$ cat src/rtl/gate_bist.sv
// gate_bist: built-in self-test sequencer for a 2-input combinational gate.
// Walks the four input vectors 00,01,10,11, holds each one for SETTLE_CYCLES
// clocks, then samples the gate output and compares it with a 4-bit truth table
// that was captured when the run started.
//
// Ports:
//   clk        - single clock, rising edge
//   reset_n    - asynchronous active-low reset
//   start      - run request; ignored while busy
//   truth      - expected output, truth[{in1,in2}], captured on accepted start
//   gate_in1/2 - gate inputs driven by the sequencer
//   gate_out   - gate output under test
//   busy       - run in progress
//   done       - one-cycle pulse at end of run
//   pass       - last completed run had no mismatches
//   fail_mask  - per-vector mismatch flags, live during a run
//   first_fail - lowest mismatching vector index (0 if none)
module gate_bist #(
    parameter int unsigned SETTLE_CYCLES = 120
) (
    input  logic       clk,
    input  logic       reset_n,
    input  logic       start,
    input  logic [3:0] truth,
    output logic       gate_in1,
    output logic       gate_in2,
    input  logic       gate_out,
    output logic       busy,
    output logic       done,
    output logic       pass,
    output logic [3:0] fail_mask,
    output logic [1:0] first_fail
);

    localparam int unsigned CNT_W = $clog2(SETTLE_CYCLES + 1);
    localparam logic [CNT_W-1:0] CNT_LAST = CNT_W'(SETTLE_CYCLES - 1);

    typedef enum logic [1:0] {
        ST_IDLE   = 2'd0,
        ST_RUN    = 2'd1,
        ST_FINISH = 2'd2
    } state_t;

    state_t           state_q, state_d;
    logic [1:0]       vec_q, vec_d;
    logic [CNT_W-1:0] cnt_q, cnt_d;
    logic [3:0]       truth_q, truth_d;
    logic [1:0]       gate_in_q, gate_in_d;
    logic             busy_q, busy_d;
    logic             done_q, done_d;
    logic             pass_q, pass_d;
    logic [3:0]       fail_mask_q, fail_mask_d;
    logic [1:0]       first_fail_q, first_fail_d;

    logic             mismatch_c;
    logic [3:0]       mask_upd_c;

    // State and output registers
    always_ff @(posedge clk or negedge reset_n) begin
        if (!reset_n) begin
            state_q      <= ST_IDLE;
            vec_q        <= 2'd0;
            cnt_q        <= '0;
            truth_q      <= 4'd0;
            gate_in_q    <= 2'd0;
            busy_q       <= 1'b0;
            done_q       <= 1'b0;
            pass_q       <= 1'b0;
            fail_mask_q  <= 4'd0;
            first_fail_q <= 2'd0;
        end else begin
            state_q      <= state_d;
            vec_q        <= vec_d;
            cnt_q        <= cnt_d;
            truth_q      <= truth_d;
            gate_in_q    <= gate_in_d;
            busy_q       <= busy_d;
            done_q       <= done_d;
            pass_q       <= pass_d;
            fail_mask_q  <= fail_mask_d;
            first_fail_q <= first_fail_d;
        end
    end

    // Compare of the current vector, folded into the running mask
    always_comb begin
        mismatch_c = (gate_out != truth_q[vec_q]);
        mask_upd_c = fail_mask_q | (4'(mismatch_c) << vec_q);
    end

    // Next-state and registered-output logic
    always_comb begin
        state_d      = state_q;
        vec_d        = vec_q;
        cnt_d        = cnt_q;
        truth_d      = truth_q;
        gate_in_d    = 2'd0;
        busy_d       = 1'b0;
        done_d       = 1'b0;
        pass_d       = pass_q;
        fail_mask_d  = fail_mask_q;
        first_fail_d = first_fail_q;

        case (state_q)
            ST_RUN: begin
                busy_d    = 1'b1;
                gate_in_d = vec_q;
                if (cnt_q == CNT_LAST) begin
                    fail_mask_d = mask_upd_c;
                    if (mismatch_c && (fail_mask_q == 4'd0)) begin
                        first_fail_d = vec_q;
                    end
                    if (vec_q == 2'd3) begin
                        state_d   = ST_FINISH;
                        busy_d    = 1'b0;
                        done_d    = 1'b1;
                        gate_in_d = 2'd0;
                        pass_d    = (mask_upd_c == 4'd0);
                    end else begin
                        vec_d     = 2'(vec_q + 2'd1);
                        cnt_d     = '0;
                        gate_in_d = 2'(vec_q + 2'd1);
                    end
                end else begin
                    cnt_d = CNT_W'(cnt_q + CNT_W'(1));
                end
            end
            ST_FINISH: begin
                state_d = ST_IDLE;
            end
            default: begin
                state_d = ST_IDLE;
            end
        endcase

        // busy is low in IDLE and FINISH, so a start in either is accepted
        if ((state_q != ST_RUN) && start) begin
            state_d      = ST_RUN;
            truth_d      = truth;
            vec_d        = 2'd0;
            cnt_d        = '0;
            gate_in_d    = 2'd0;
            busy_d       = 1'b1;
            pass_d       = 1'b0;
            fail_mask_d  = 4'd0;
            first_fail_d = 2'd0;
        end
    end

    assign gate_in1   = gate_in_q[1];
    assign gate_in2   = gate_in_q[0];
    assign busy       = busy_q;
    assign done       = done_q;
    assign pass       = pass_q;
    assign fail_mask  = fail_mask_q;
    assign first_fail = first_fail_q;

endmodule

$ cat config.mk
export PLATFORM = sky130hd
export DESIGN_NAME = gate_bist
export DESIGN_NICKNAME = d
export VERILOG_FILES = /design/src/rtl/gate_bist.sv
export SDC_FILE = /design/constraint.sdc
export NUM_CORES = 1
export LEC_CHECK = 0
export CORE_UTILIZATION = 40
export CTS_BUF_LIST = sky130_fd_sc_hd__clkbuf_16
export CTS_CLUSTER_DIAMETER = 200
export DETAILED_ROUTE_END_ITERATION = 8
export GPL_TIMING_DRIVEN = 0
export MAX_ROUTING_LAYER = met4
export REMOVE_ABC_BUFFERS = 1
export SLEW_MARGIN = 20
export SYNTH_ARGS = -nofsm -noshare
export SYNTH_HDL_FRONTEND = slang
export SYNTH_SLANG_ARGS = --single-unit
$ cat constraint.sdc
create_clock -name clk -period 4.7 [get_ports clk]
set_clock_uncertainty 0.05 [all_clocks]
set_input_delay 1.41 -clock clk [delete_from_list [all_inputs] [get_ports clk]]
set_output_delay 1.41 -clock clk [all_outputs]
set_load 0.01 [all_outputs]
Word-level counts from Yosys, hierarchy flattened
Cells that the tools add are included.
{"block": "totals", "out_inout_bits": 11, "regBits": 26, "n_memories": 0, "wordCells": 74, "ramBits": 0, "latch_bits": 0, "mem_bits_ro": 0}
{"block": "classes", "eq_ne": 9, "n_div": 0, "n_mul": 0, "n_reduce_logical": 14, "n_shift": 1, "order_cmp": 1, "n_bitwise": 1, "add_sub_neg": 2, "mux": 36}
{"operator": "2-to-1 mux 2 bit", "count": 16}
{"operator": "2-to-1 mux 7 bit", "count": 4}
{"operator": "2-to-1 mux 1 bit", "count": 12}
{"operator": "2-to-1 mux 4 bit", "count": 3}
{"operator": "AND reduction 3 bit", "count": 3}
{"operator": "zero test 4 bit", "count": 2}
{"operator": "nonzero test 2 bit", "count": 4}
{"operator": "adder 7 x 1 -> 7 bit (second input constant)", "count": 1}
{"operator": "== test 7 bit (second input constant)", "count": 1}
{"operator": "!= test 3 bit (second input constant)", "count": 2}
{"operator": "AND reduction 2 bit", "count": 3}
{"operator": "!= test 2 x 1 -> 1 bit (second input constant)", "count": 2}
{"operator": "OR 4 bit", "count": 1}
{"operator": "<< shifter 1 x 2 -> 4 bit", "count": 1}
{"operator": "less-than comparator 2 x 3 -> 1 bit (second input constant)", "count": 1}
{"operator": "!= test 3 x 2 -> 1 bit (second input constant)", "count": 1}
{"operator": "adder 2 x 1 -> 2 bit (second input constant)", "count": 1}
{"operator": "binary-select mux 1 bit (select 2 bit)", "count": 1}
{"operator": "== test 2 x 1 -> 1 bit (second input constant)", "count": 1}
{"operator": "== test 2 bit (second input constant)", "count": 1}
{"operator": "logical AND 1 bit", "count": 2}
{"operator": "!= test 1 bit", "count": 1}

Longest topological paths before layout
Gate-level depths: netlist of run 1.
{"block": "logic_depth", "word_depth": 10, "mapped_depth": 6, "mapped_depth_nobuf": 5}

Worst setup path after synthesis of run 1
OpenSTA, ideal clock, no wires.
{"block": "synth_path", "path_type": "input to register", "start": "in start", "end": "reg vec_q[0]", "n_path_buf": 1, "arrival_ns": 2.129, "path_slack_ns": 2.439, "cell_stages": 4, "cell_sequence": "and2_1 > buf_2 > or2_2 > o21ai_0"}
{"block": "synth_via", "elab_chain_cells": 3, "word_cells_on_any_way": 6}
{"item": "start, declared", "line_no": "23", "text": "input logic start,"}
{"item": "logical AND 1 bit (*)", "line_no": "137", "text": "if ((state_q != ST_RUN) && start) begin"}
{"item": "!= test 2 x 1 -> 1 bit (no line) / nonzero test 2 bit (equally long branches)"}
{"item": "AND reduction 3 bit (no line)"}
{"item": "end signal, assigned", "line_no": "73", "text": "vec_q <= vec_d;"}
{"item": "end, declared", "line_no": "45", "text": "logic [1:0] vec_q, vec_d;"}
Mark *: on every way between the ends. The rest lies on a longest branch, timed or not.
A chain may end at the register's enable or synchronous reset.

Final worst setup path of run 1
{"block": "layout_path", "start": "reg fail_mask_q[2], in the netlist fail_mask[2]", "end": "out fail_mask[2]"}
{"item": "start, declared", "line_no": "52", "text": "logic [3:0] fail_mask_q, fail_mask_d;"}
{"item": "start signal, assigned", "line_no": "80", "text": "fail_mask_q <= fail_mask_d;"}
{"item": "end, declared", "line_no": "31", "text": "output logic [3:0] fail_mask,"}
No word-level cell between the ends.

==> results of run 1 <==
[cell type report]
class / count / area, sq um
clock inverter: 1 / 3.75
inverter: 4 / 15.0
tap: 31 / 38.8
fill: 251 / 1350
timing repair buffer: 18 / 175
sequential: 26 / 651
clock buffer: 3 / 75.1
multi-input combinational: 89 / 520
[cell usage after synthesis (all sizes together), types with 3 or more instances]
master  number  area [sq um]
nand2       23          86.3
nor2         8          30.0
dfrtp       26           651
and2         5          31.3
a21oi        9          45.0
inv          4          15.0
nand3        3          15.0
buf          4          26.3
nor4         3          18.8
nand4        4          25.0
xor2         3          26.3
o21ai       10          50.1
[routing by layer]
metal	share of wire	vias up
met3	0.031	8
met4	0.026	0
met1	0.48	458
met2	0.46	21
li1	-	467
met5	0	-
[logic make-up (layout without fill, tap and decap cells)]
logic type | count (synthesis) | after routing | synth area share
AO/OA/AOI/OAI | 25 | 25 | 0.117
XOR/XNOR | 5 | 5 | 0.0360
adder cells (fa/ha/maj) | 2 | 2 | 0.0206
buffers and inverters | 9 | 26 | 0.0380
flip-flops | 26 | 26 | 0.534
multiplexers | 3 | 3 | 0.0349
AND/OR/NAND/NOR | 54 | 54 | 0.219
[path summary, 6_finish.rpt]
| check | from | to | depth (start not counted) |
|---|---|---|---|
| worst max-delay path | fail_mask[2]$_DFFE_PN0P_ | fail_mask[2] | 1 |
| worst min-delay path | truth_q[3]$_DFFE_PN0P_ | truth_q[3]$_DFFE_PN0P_ | 2 |
| worst max register to register | cnt_q[0]$_DFFE_PN0P_ | fail_mask[2]$_DFFE_PN0P_ | 5 |
| worst min register to register | truth_q[3]$_DFFE_PN0P_ | truth_q[3]$_DFFE_PN0P_ | 2 |
| max in group asynchronous | reset_n | gate_in_q[0]$_DFF_PN0_ | 1 |
| min in group asynchronous | reset_n | busy$_DFF_PN0_ | 1 |
[state kept, by name (all words and copies together) (netlist names)]
register,cells
state_q,2
busy,1
cnt_q,7
vec_q,2
truth_q,4
done,1
pass,1
gate_in_q,2
fail_mask,4
first_fail,2
[worst min-delay path, delay by kind of cell, from the launching register on]
family | cells | cell delay [ps]
AND/OR/NAND/NOR | 2 | 100
flip-flops | 1 | 340
[power by group]
part / internal (W) / switching (W)
Combinational: 0.000110 / 0.000122
Sequential: 0.000285 / 0.0000601
Clock: 0.000114 / 0.0000747
[through the flow]
step / cells / hold slack, ps / cell area, sq um / setup slack [ps] / utilization
global placement: 168 / 409 / 1410 / 1830 / 0.497
CTS: 172 / 427 / 1480 / 2060 / 0.523
detailed placement: 168 / 411 / 1400 / 1830 / 0.495
finish: 172 / 423 / 1480 / 2070 / 0.523
global route: 172 / 459 / 1480 / 1970 / 0.523
floorplan: 119 / 390 / 1190 / 2490 / -
==> impl_metrics.yaml, run 1 <==
route:
  via_count: 954
  drc_errors: 1
  detail-route-antenna-nets: 0
  first_pass_iters: 6
  drt_iter0_drc: 15
  wl_per_cell_microns: 14.1
  drt-total-wl_microns: 2430
  vias_per_cell: 5.55
floorplan:
  ios: 19
  row_count: 19
  start_util: 0.430
  die_y_microns: 57.2
  die_area_sq_mm: 0.00327
  core_area_sq_mm: 0.00283
  die_w_microns: 57.2
sta:
  rsz0062_at_grt: "no"
  fin_tns_setup_ps: 0
  finalCriticalPeriod_ps: 2630
  fin_crit_sh: 0.560
  max_freq_mhz: 380
  setup_viol: 0
  slew_headroom: 0.577
  drv_slew: 0
  hold_viol: 0
  worstMarginPinSlew_ps: 628
setup_path:
  startpoint_type: "flip-flop"
  worstPathRequired_ps: 3240
  worst_path_dominant_cell_family: "buffers and inverters"
  rrSetupSlack_ps: 2830
  critical_path_arrival_ps: 1170
  cpPeakStageDelay_ps: 550
  worst-setup-path-type: "flip-flop to primary output"
  path_max_fanout: 3
  crit_chain: "clkdlybuf4s50_1"
  slowest_stage: "clkdlybuf4s50_1"
  endpoint_kind: "primary output"
  critPathBufInv: 1
layout:
  layout_commonest_cell: "dfrtp_1"
  final_cell_mix: "dfrtp_1 (26), nand2_1 (23), clkdlybuf4s50_1 (17)"
  final_nets: 152
  antenna_cells: 0
  areaGrowthSynthToFinish_pct: 21.5
  drive_gt1_frac: 0.0496
synthesis:
  synth_edf_count: 0
  synth.distinct_cells: 32
  synth_cells: 124
  synth-warning-count: 0
  syn_avg_cell_area_sq_um: 9.82
  async_flop_share: 1.00
  seq_area_frac_synth: 0.534
  synth_ff_type: "dfrtp_1"
  syn-cell-area_sq_mm: 0.00122
  ys_seq_elements: 26
grt:
  busiest_layer: "met2"
  grt_overflow: 0
  grt_util_met2: 0.266
  grt_pass1_vias: 958
  grt_use_met1: 0.244
  grt_util_met3: 0.0272
  grt_max_degree: 27
  grt_pass1_wl_microns: 4330
  track_usage: 0.178
  antenna_found_initial: 0
place:
  gp_congestion: 0.835
  port_buffers: 18
  dpl.hpwl_microns: 1720
clock_network:
  cts_resized: 0
  root_buffer: "clkbuf_16"
  htree_levels: 1
  path_clk_slew_ps: 70
  cts_buffer_depth: 2
  cts_tree: "done"
  cts_buffers: 3
  cts_setup_buffers: 0
  clkSinkCount: 26
  clkLatencyLatePin_ps: 260
  hold_buffers: 0
power:
  peakVddDrop_mv: 0.181
  power_w: 0.000766
  p_per_area_mw_per_mm2: 518
  p_leak_nw: 0.646
status:
  violations: "DRC"
  status: "finished with violations"
run:
  cap_violations: 0
hold_path:
  min-delay-path-class: "flip-flop to flip-flop"
(Power assumes the default switching activity.)
==> inputs of run 2 (changes only) <==
==> constraint.sdc (replaced) <==
create_clock -name clk -period 2.7 [get_ports clk]
set_clock_uncertainty 0.05 [all_clocks]
set_input_delay 0.81 -clock clk [delete_from_list [all_inputs] [get_ports clk]]
set_output_delay 0.81 -clock clk [all_outputs]
set_load 0.01 [all_outputs]
==> results of run 2 <==
Same layout as run 1 (identical final DEF). Status: finished with violations: DRC.
Among the figures that moved: setup slack after placement 1830 ps -> 425 ps; setup slack after layout 2070 ps -> 666 ps; register-to-register setup slack 2830 ps -> 830 ps; total power 0.000766 W -> 0.00133 W; worst IR drop on VDD 0.181 mV -> 0.315 mV
